<file path="src/rtl/inert_rd_sequencer_pkg.sv">
// Shared types and constants for the inertial sensor read sequencer:
// FSM state encoding, sensor register map and the fixed SPI command tables.
package inert_rd_sequencer_pkg;

  typedef enum logic [2:0] {
    INIT_WAIT,
    CFG,
    CFG_WT,
    WAIT_INT,
    RD,
    RD_WT,
    PUB
  } state_e;

  localparam logic [6:0] ADDR_INT_CTRL = 7'h0D;
  localparam logic [6:0] ADDR_CTRL1_XL = 7'h10;
  localparam logic [6:0] ADDR_CTRL2_G  = 7'h11;
  localparam logic [6:0] ADDR_CTRL5_C  = 7'h14;
  localparam logic [6:0] ADDR_PTCH_L   = 7'h24;
  localparam logic [6:0] ADDR_PTCH_H   = 7'h25;
  localparam logic [6:0] ADDR_AZ_L     = 7'h2C;
  localparam logic [6:0] ADDR_AZ_H     = 7'h2D;

  function automatic logic [15:0] spi_cmd(input logic rw, input logic [6:0] addr,
                                          input logic [7:0] data);
    return {rw, addr, data};
  endfunction

  // Data-ready interrupt, accel ODR/range, gyro ODR/range, register rounding
  localparam logic [15:0] CFG_CMD [4] = '{
    spi_cmd(1'b0, ADDR_INT_CTRL, 8'h02),
    spi_cmd(1'b0, ADDR_CTRL1_XL, 8'h53),
    spi_cmd(1'b0, ADDR_CTRL2_G,  8'h50),
    spi_cmd(1'b0, ADDR_CTRL5_C,  8'h60)
  };

  localparam logic [15:0] RD_CMD [4] = '{
    spi_cmd(1'b1, ADDR_PTCH_L, 8'h00),
    spi_cmd(1'b1, ADDR_PTCH_H, 8'h00),
    spi_cmd(1'b1, ADDR_AZ_L,   8'h00),
    spi_cmd(1'b1, ADDR_AZ_H,   8'h00)
  };

endpackage

</file>
<file path="src/rtl/inert_rd_sequencer_if.sv">
// Request/response handshake between the sequencer and the SPI master.
interface inert_rd_sequencer_if;
  logic        wrt;
  logic [15:0] cmd;
  logic        done;
  logic [15:0] rd_data;

  modport master (output wrt, output cmd, input done, input rd_data);
  modport slave  (input wrt, input cmd, output done, output rd_data);
endinterface

</file>
<file path="src/rtl/inert_rd_sequencer_sync_2ff.sv">
// Two-flop synchroniser for a single asynchronous level, resets to 0.
module sync_2ff (
  input  logic clk,
  input  logic rst_n,
  input  logic d,
  output logic q
);
  logic s1_q;
  logic s2_q;

  always_ff @(posedge clk or negedge rst_n) begin
    if (!rst_n) begin
      s1_q <= 1'b0;
      s2_q <= 1'b0;
    end else begin
      s1_q <= d;
      s2_q <= s1_q;
    end
  end

  assign q = s2_q;
endmodule

</file>
<file path="src/rtl/inert_rd_sequencer.sv">
// Powers up and configures the inertial sensor, then on each data-ready reads
// pitch rate and Z acceleration byte by byte and publishes them as one coherent pair.
module inert_rd_sequencer
  import inert_rd_sequencer_pkg::*;
#(
  parameter int TMR_W = 16
) (
  input  logic                 clk,
  input  logic                 rst_n,
  input  logic                 INT,
  inert_rd_sequencer_if.master spi,
  output logic                 vld,
  output logic signed [15:0]   ptch_rt,
  output logic signed [15:0]   AZ
);

  state_e             state_q, state_d;
  logic [TMR_W-1:0]   timer_q, timer_d;
  logic [1:0]         idx_q, idx_d;
  logic [3:0][7:0]    byte_q, byte_d;
  logic               wrt_q, wrt_d;
  logic [15:0]        cmd_q, cmd_d;
  logic               vld_q, vld_d;
  logic signed [15:0] ptch_q, ptch_d;
  logic signed [15:0] az_q, az_d;
  logic               int_s;
  logic               unused_rd_hi;

  sync_2ff u_int_sync (
    .clk   (clk),
    .rst_n (rst_n),
    .d     (INT),
    .q     (int_s)
  );

  assign unused_rd_hi = ^spi.rd_data[15:8];

  always_comb begin
    state_d = state_q;
    timer_d = timer_q;
    idx_d   = idx_q;
    byte_d  = byte_q;
    wrt_d   = 1'b0;
    cmd_d   = cmd_q;
    vld_d   = 1'b0;
    ptch_d  = ptch_q;
    az_d    = az_q;

    case (state_q)
      INIT_WAIT: begin
        // Timer stops at terminal count and is only re-armed by reset
        if (timer_q == {TMR_W{1'b1}}) begin
          state_d = CFG;
          idx_d   = 2'd0;
        end else begin
          timer_d = timer_q + TMR_W'(1);
        end
      end
      CFG: begin
        wrt_d   = 1'b1;
        cmd_d   = CFG_CMD[idx_q];
        state_d = CFG_WT;
      end
      CFG_WT: begin
        if (spi.done) begin
          if (idx_q == 2'd3) begin
            state_d = WAIT_INT;
          end else begin
            idx_d   = idx_q + 2'd1;
            state_d = CFG;
          end
        end
      end
      WAIT_INT: begin
        if (int_s) begin
          idx_d   = 2'd0;
          state_d = RD;
        end
      end
      RD: begin
        wrt_d   = 1'b1;
        cmd_d   = RD_CMD[idx_q];
        state_d = RD_WT;
      end
      RD_WT: begin
        if (spi.done) begin
          byte_d[idx_q] = spi.rd_data[7:0];
          if (idx_q == 2'd3) begin
            // Publish on the edge that takes the last byte so vld lands one clk
            // after the final done; AZ_H is bypassed straight from rd_data.
            ptch_d  = {byte_q[1], byte_q[0]};
            az_d    = {spi.rd_data[7:0], byte_q[2]};
            vld_d   = 1'b1;
            state_d = PUB;
          end else begin
            idx_d   = idx_q + 2'd1;
            state_d = RD;
          end
        end
      end
      PUB: begin
        state_d = WAIT_INT;
      end
      default: begin
        state_d = INIT_WAIT;
      end
    endcase
  end

  always_ff @(posedge clk or negedge rst_n) begin
    if (!rst_n) begin
      state_q <= INIT_WAIT;
      timer_q <= '0;
      idx_q   <= '0;
      byte_q  <= '0;
      wrt_q   <= 1'b0;
      cmd_q   <= '0;
      vld_q   <= 1'b0;
      ptch_q  <= '0;
      az_q    <= '0;
    end else begin
      state_q <= state_d;
      timer_q <= timer_d;
      idx_q   <= idx_d;
      byte_q  <= byte_d;
      wrt_q   <= wrt_d;
      cmd_q   <= cmd_d;
      vld_q   <= vld_d;
      ptch_q  <= ptch_d;
      az_q    <= az_d;
    end
  end

  assign spi.wrt = wrt_q;
  assign spi.cmd = cmd_q;
  assign vld     = vld_q;
  assign ptch_rt = ptch_q;
  assign AZ      = az_q;

endmodule
</file>
<file path="src/flat_wrapper.sv">
// flat-port wrapper written by rule: the top's interface ports become plain ports
module inert_rd_sequencer_flat import inert_rd_sequencer_pkg::*;
#(
  parameter int TMR_W = 16
)
  (clk, rst_n, INT, vld, ptch_rt, AZ, spi_wrt, spi_cmd, spi_done, spi_rd_data);
  inert_rd_sequencer_if spi_i ();
  input  logic clk;
  input  logic rst_n;
  input  logic INT;
  output logic vld;
  output logic signed [15:0] ptch_rt;
  output logic signed [15:0] AZ;
  output wire logic [$bits(spi_i.wrt)-1:0] spi_wrt;
  output wire logic [$bits(spi_i.cmd)-1:0] spi_cmd;
  input wire logic [$bits(spi_i.done)-1:0] spi_done;
  input wire logic [$bits(spi_i.rd_data)-1:0] spi_rd_data;
  assign spi_wrt = spi_i.wrt;
  assign spi_cmd = spi_i.cmd;
  assign spi_i.done = spi_done;
  assign spi_i.rd_data = spi_rd_data;
  inert_rd_sequencer #(.TMR_W(TMR_W)) u_core (.clk(clk), .rst_n(rst_n), .INT(INT), .spi(spi_i), .vld(vld), .ptch_rt(ptch_rt), .AZ(AZ));
endmodule
</file>
<file path="config.mk">
export PLATFORM = sky130hd
export DESIGN_NAME = inert_rd_sequencer_flat
export DESIGN_NICKNAME = d
export VERILOG_FILES = /design/src/rtl/inert_rd_sequencer_pkg.sv /design/src/rtl/inert_rd_sequencer_if.sv /design/src/rtl/inert_rd_sequencer_sync_2ff.sv /design/src/rtl/inert_rd_sequencer.sv /design/src/flat_wrapper.sv
export SDC_FILE = /design/constraint.sdc
export NUM_CORES = 1
export LEC_CHECK = 0
export ABC_AREA = 0
export ABC_CLOCK_PERIOD_IN_PS = 2420
export CORE_MARGIN = 3
export CORE_UTILIZATION = 25
export DETAILED_ROUTE_END_ITERATION = 16
export DONT_BUFFER_PORTS = 1
export PLACE_DENSITY_LB_ADDON = 0.25
export SLEW_MARGIN = 20
export SYNTH_ARGS = -nofsm -noshare
export SYNTH_HDL_FRONTEND = slang
export SYNTH_SLANG_ARGS = --single-unit
</file>
<file path="constraint.sdc">
create_clock -name clk -period 2.42 [get_ports clk]
set_input_delay 0.363 -clock clk [delete_from_list [all_inputs] [get_ports clk]]
set_output_delay 0.363 -clock clk [all_outputs]
set_load 0.01 [all_outputs]
</file>
==> flow_metrics.tcl <==
set metrics [dict create \
    netlist_instances 292 \
    ys_ff_latch 90 \
    fmax_ghz 0.505 \
    r2r-start "u_core.timer_q[0]" \
    crit_slowest_cell "nor4_4" \
    power_w 0.00455 \
    drt_pass1_iterations 5 \
    crit_fanout 7 \
    num_vias 2264 \
    r2r_cells 5 \
    hold_slack_ns -0.289 \
    utilization 0.295 \
    grt_max_degree 91 \
    start_util 0.261 \
    required_ns 2.65 \
    viasPerCell 4.67 \
    crit_start "u_core.timer_q[0]" \
    finalCriticalPeriod_ns 1.98 \
    cp.arrival_ns 2.21 \
    endpoint "u_core.idx_q[0]" \
    cts_tree "yes" \
    synthesis.area_mm2 0.00386 \
    coreArea_mm2 0.0148 \
    drive_above_1_share 0.282 \
    gr-total-overflow 0 \
    synthTopCellsByArea "dfrtp_1 (58%), mux2_2 (17%), ha_1 (1.9%)" \
    clock_sinks 90 \
    htreeDepth 3 \
    design_area_mm2 0.00437 \
    yosys.area.top_type "dfrtp_1" \
    area_growth_pct 13.1 \
    outcome "finished with violations" \
    die_h_um 130 \
    hold_class "primary input to asynchronous set/reset pin" \
    io-pin-count 70 \
    avgSynthCellArea_um2 13.2 \
    routed_wirelength_um 7570 \
    ys_seq_area_frac 0.583 \
    rsz0062_at_grt "no" \
    synthAdderAreaFrac 0.0194 \
    antennaDiodeCount 0 \
    crit_chain "ha_1, nand4_2, nor4_4, o2bb2ai_2, mux2_1" \
    regToRegEndpoint "u_core.idx_q[0]" \
    dpl.hpwl_um 5000 \
    final_nets 322 \
    synth_ff_type "dfrtp_1" \
    grt_pass1_wl_um 12700 \
    grt_pass1_vias 2407 \
    finalClockSkew_ns 0.00446 \
    portBuffers 0 \
    synth-simple-area-share 0.104 \
    hold_viol 90 \
    cts.path.max_buffers 2 \
    path_class "flip-flop to flip-flop" \
    clkLatencyLatePin_ns 0.34 \
    postCtsSetupBuffers 0 \
    final_cell_mix "dfrtp_1 (90), mux2_2 (58), nand2_1 (18)" \
    die_x_um 130 \
    r2r_setup_slack_ns 0.44 \
    ys_warn_count 0 \
    placed_cell_area_mm2 0.00405 \
    setup_viol 0 \
    slew_viol_final 0 \
    ys_types 46 \
    max_stage_delay_ns 0.56 \
    crit_path_start_kind "flip-flop" \
    synth_compound_area_frac 0.0541 \
    drt-initial-drc-count 95 \
    cts_buffers 9 \
    nFillCells 1499 \
    power.density_mw_per_mm2 1040 \
    synth_top_area_share 0.583 \
    post-route-period-util 0.818 \
    violations "negative hold slack" \
    synth_mux_area_frac 0.177 \
    max-vdd-ir-drop_mv 0.411 \
    worstMarginPinSlew_ns 0.533 \
    num_rows 44 \
    postSynth.asyncResetShare 1.00 \
    cap_violations 0 \
    wl_per_cell_um 15.6 \
    mostFrequentLayoutCell "dfrtp_1" \
    antenna_found_initial 0 \
    p_leak_nw 2.13 \
    path_clk_slew_ns 0.07 \
    synth_top_family_by_area "multiplexers" \
    place_congestion 0.708 \
    synth_edf_count 0 \
    synth_xor_area_frac 0.0317 \
    drc 0 \
    relSlewSlack 0.644 \
    endpoint_kind "flip-flop" \
    antenna_left 0 \
    grt_util_all_layers 0.0968 \
    root_buffer "clkbuf_16" \
    die-area_mm2 0.0170 \
    setup_tns_ns 0 \
]
==> critical path, delay by kind of cell (launching register included) <==
kind | cells | cell delay (ns)
compound gates | 1 | 0.13
mux | 1 | 0.32
fa+ha+maj | 1 | 0.25
flops | 1 | 0.44
simple gates | 2 | 0.72
==> metal layers <==
metal / wire length, um / part of all wire / track usage / vias to the layer above
met2: 3500 / 0.46 / 0.148 / 54
met4: 135 / 0.018 / 0.0454 / 0
li1: - / - / - / 1034
met5: 0 / 0 / 0 / -
met3: 621 / 0.082 / 0.0418 / 10
met1: 3310 / 0.44 / 0.118 / 1166
==> synthesized netlist by cell type, drive strengths merged, types with 2 or more instances <==
library cell / number
xor2: 8
o2bb2ai: 3
a22o: 8
o21ai: 5
and3: 4
nor3: 7
a21oi: 5
buf: 14
clkbuf: 2
nor2: 10
nor2b: 2
nor4: 2
xnor2: 6
nand2: 18
and4: 3
mux2: 59
nand3: 9
dfrtp: 90
ha: 6
nand4: 6
nand2b: 2
inv: 6
or2: 2
mux2i: 2
==> layout make-up <==
cell class	count	area, um2	area share
timing repair buffer	5	37.5	0.00858
tap	184	230	0.0526
multi-input combinational	184	1510	0.346
clock buffer	10	229	0.0524
inverter	6	22.5	0.00515
clock inverter	6	90.1	0.0206
sequential	90	2250	0.515
==> flip-flops by register name, summed over array words and instances (netlist names) <==
register                count
u_core.byte_q              24
u_core.AZ                  16
u_core.ptch_rt             16
u_core.timer_q             16
u_core.spi.cmd              9
u_core.state_q              3
u_core.idx_q                2
u_core.spi.wrt              1
u_core.u_int_sync.q         1
u_core.u_int_sync.s1_q      1
u_core.vld                  1
==> kinds of logic (layout without fill, tap and decap cells) <==
group | after synthesis | after routing
xor gates and xnor gates | 14 | 14
muxes | 61 | 61
AOI/OAI and AO/OA | 28 | 28
other | 1 | 5
DFF | 90 | 90
and+or+nand+nor | 70 | 70
buffers and inverters | 22 | 27
adders and majority gates | 6 | 6
==> where the power goes <==
group / switching, W / total, W / internal [W]
Clock: 0.000587 / 0.00150 / 0.000908
Combinational: 0.000439 / 0.000901 / 0.000462
Sequential: 0.000315 / 0.00215 / 0.00184
Total: 0.00134 / 0.00455 / 0.00321
==> worst min-delay path by stage <==
stage / slack, ns / from / to
floorplan: 0.07 / rst_n / u_core.AZ[0]
global placement: 0.07 / rst_n / u_core.AZ[12]
detailed placement: 0.07 / rst_n / u_core.AZ[12]
CTS: -0.31 / rst_n / u_core.AZ[12]
global route: -0.31 / rst_n / u_core.ptch_rt[4]
finish: -0.29 / rst_n / u_core.AZ[12]
==> per-stage QoR <==
stage          setup WS (ns)  instances
6_report               0.440        485
5_1_grt                0.261        485
4_1_cts                0.393        485
3_5_place_dp           0.404        469
3_3_place_gp           0.412        469
2_1_floorplan          0.614        296
==> repair_timing <==
action | CTS | global route
gates resized for setup | 0 | 0
endpoints found under the hold margin | 90 | 90
setup endpoints to repair | 0 | 0
No activity file was read; power rests on OpenSTA's default activity.
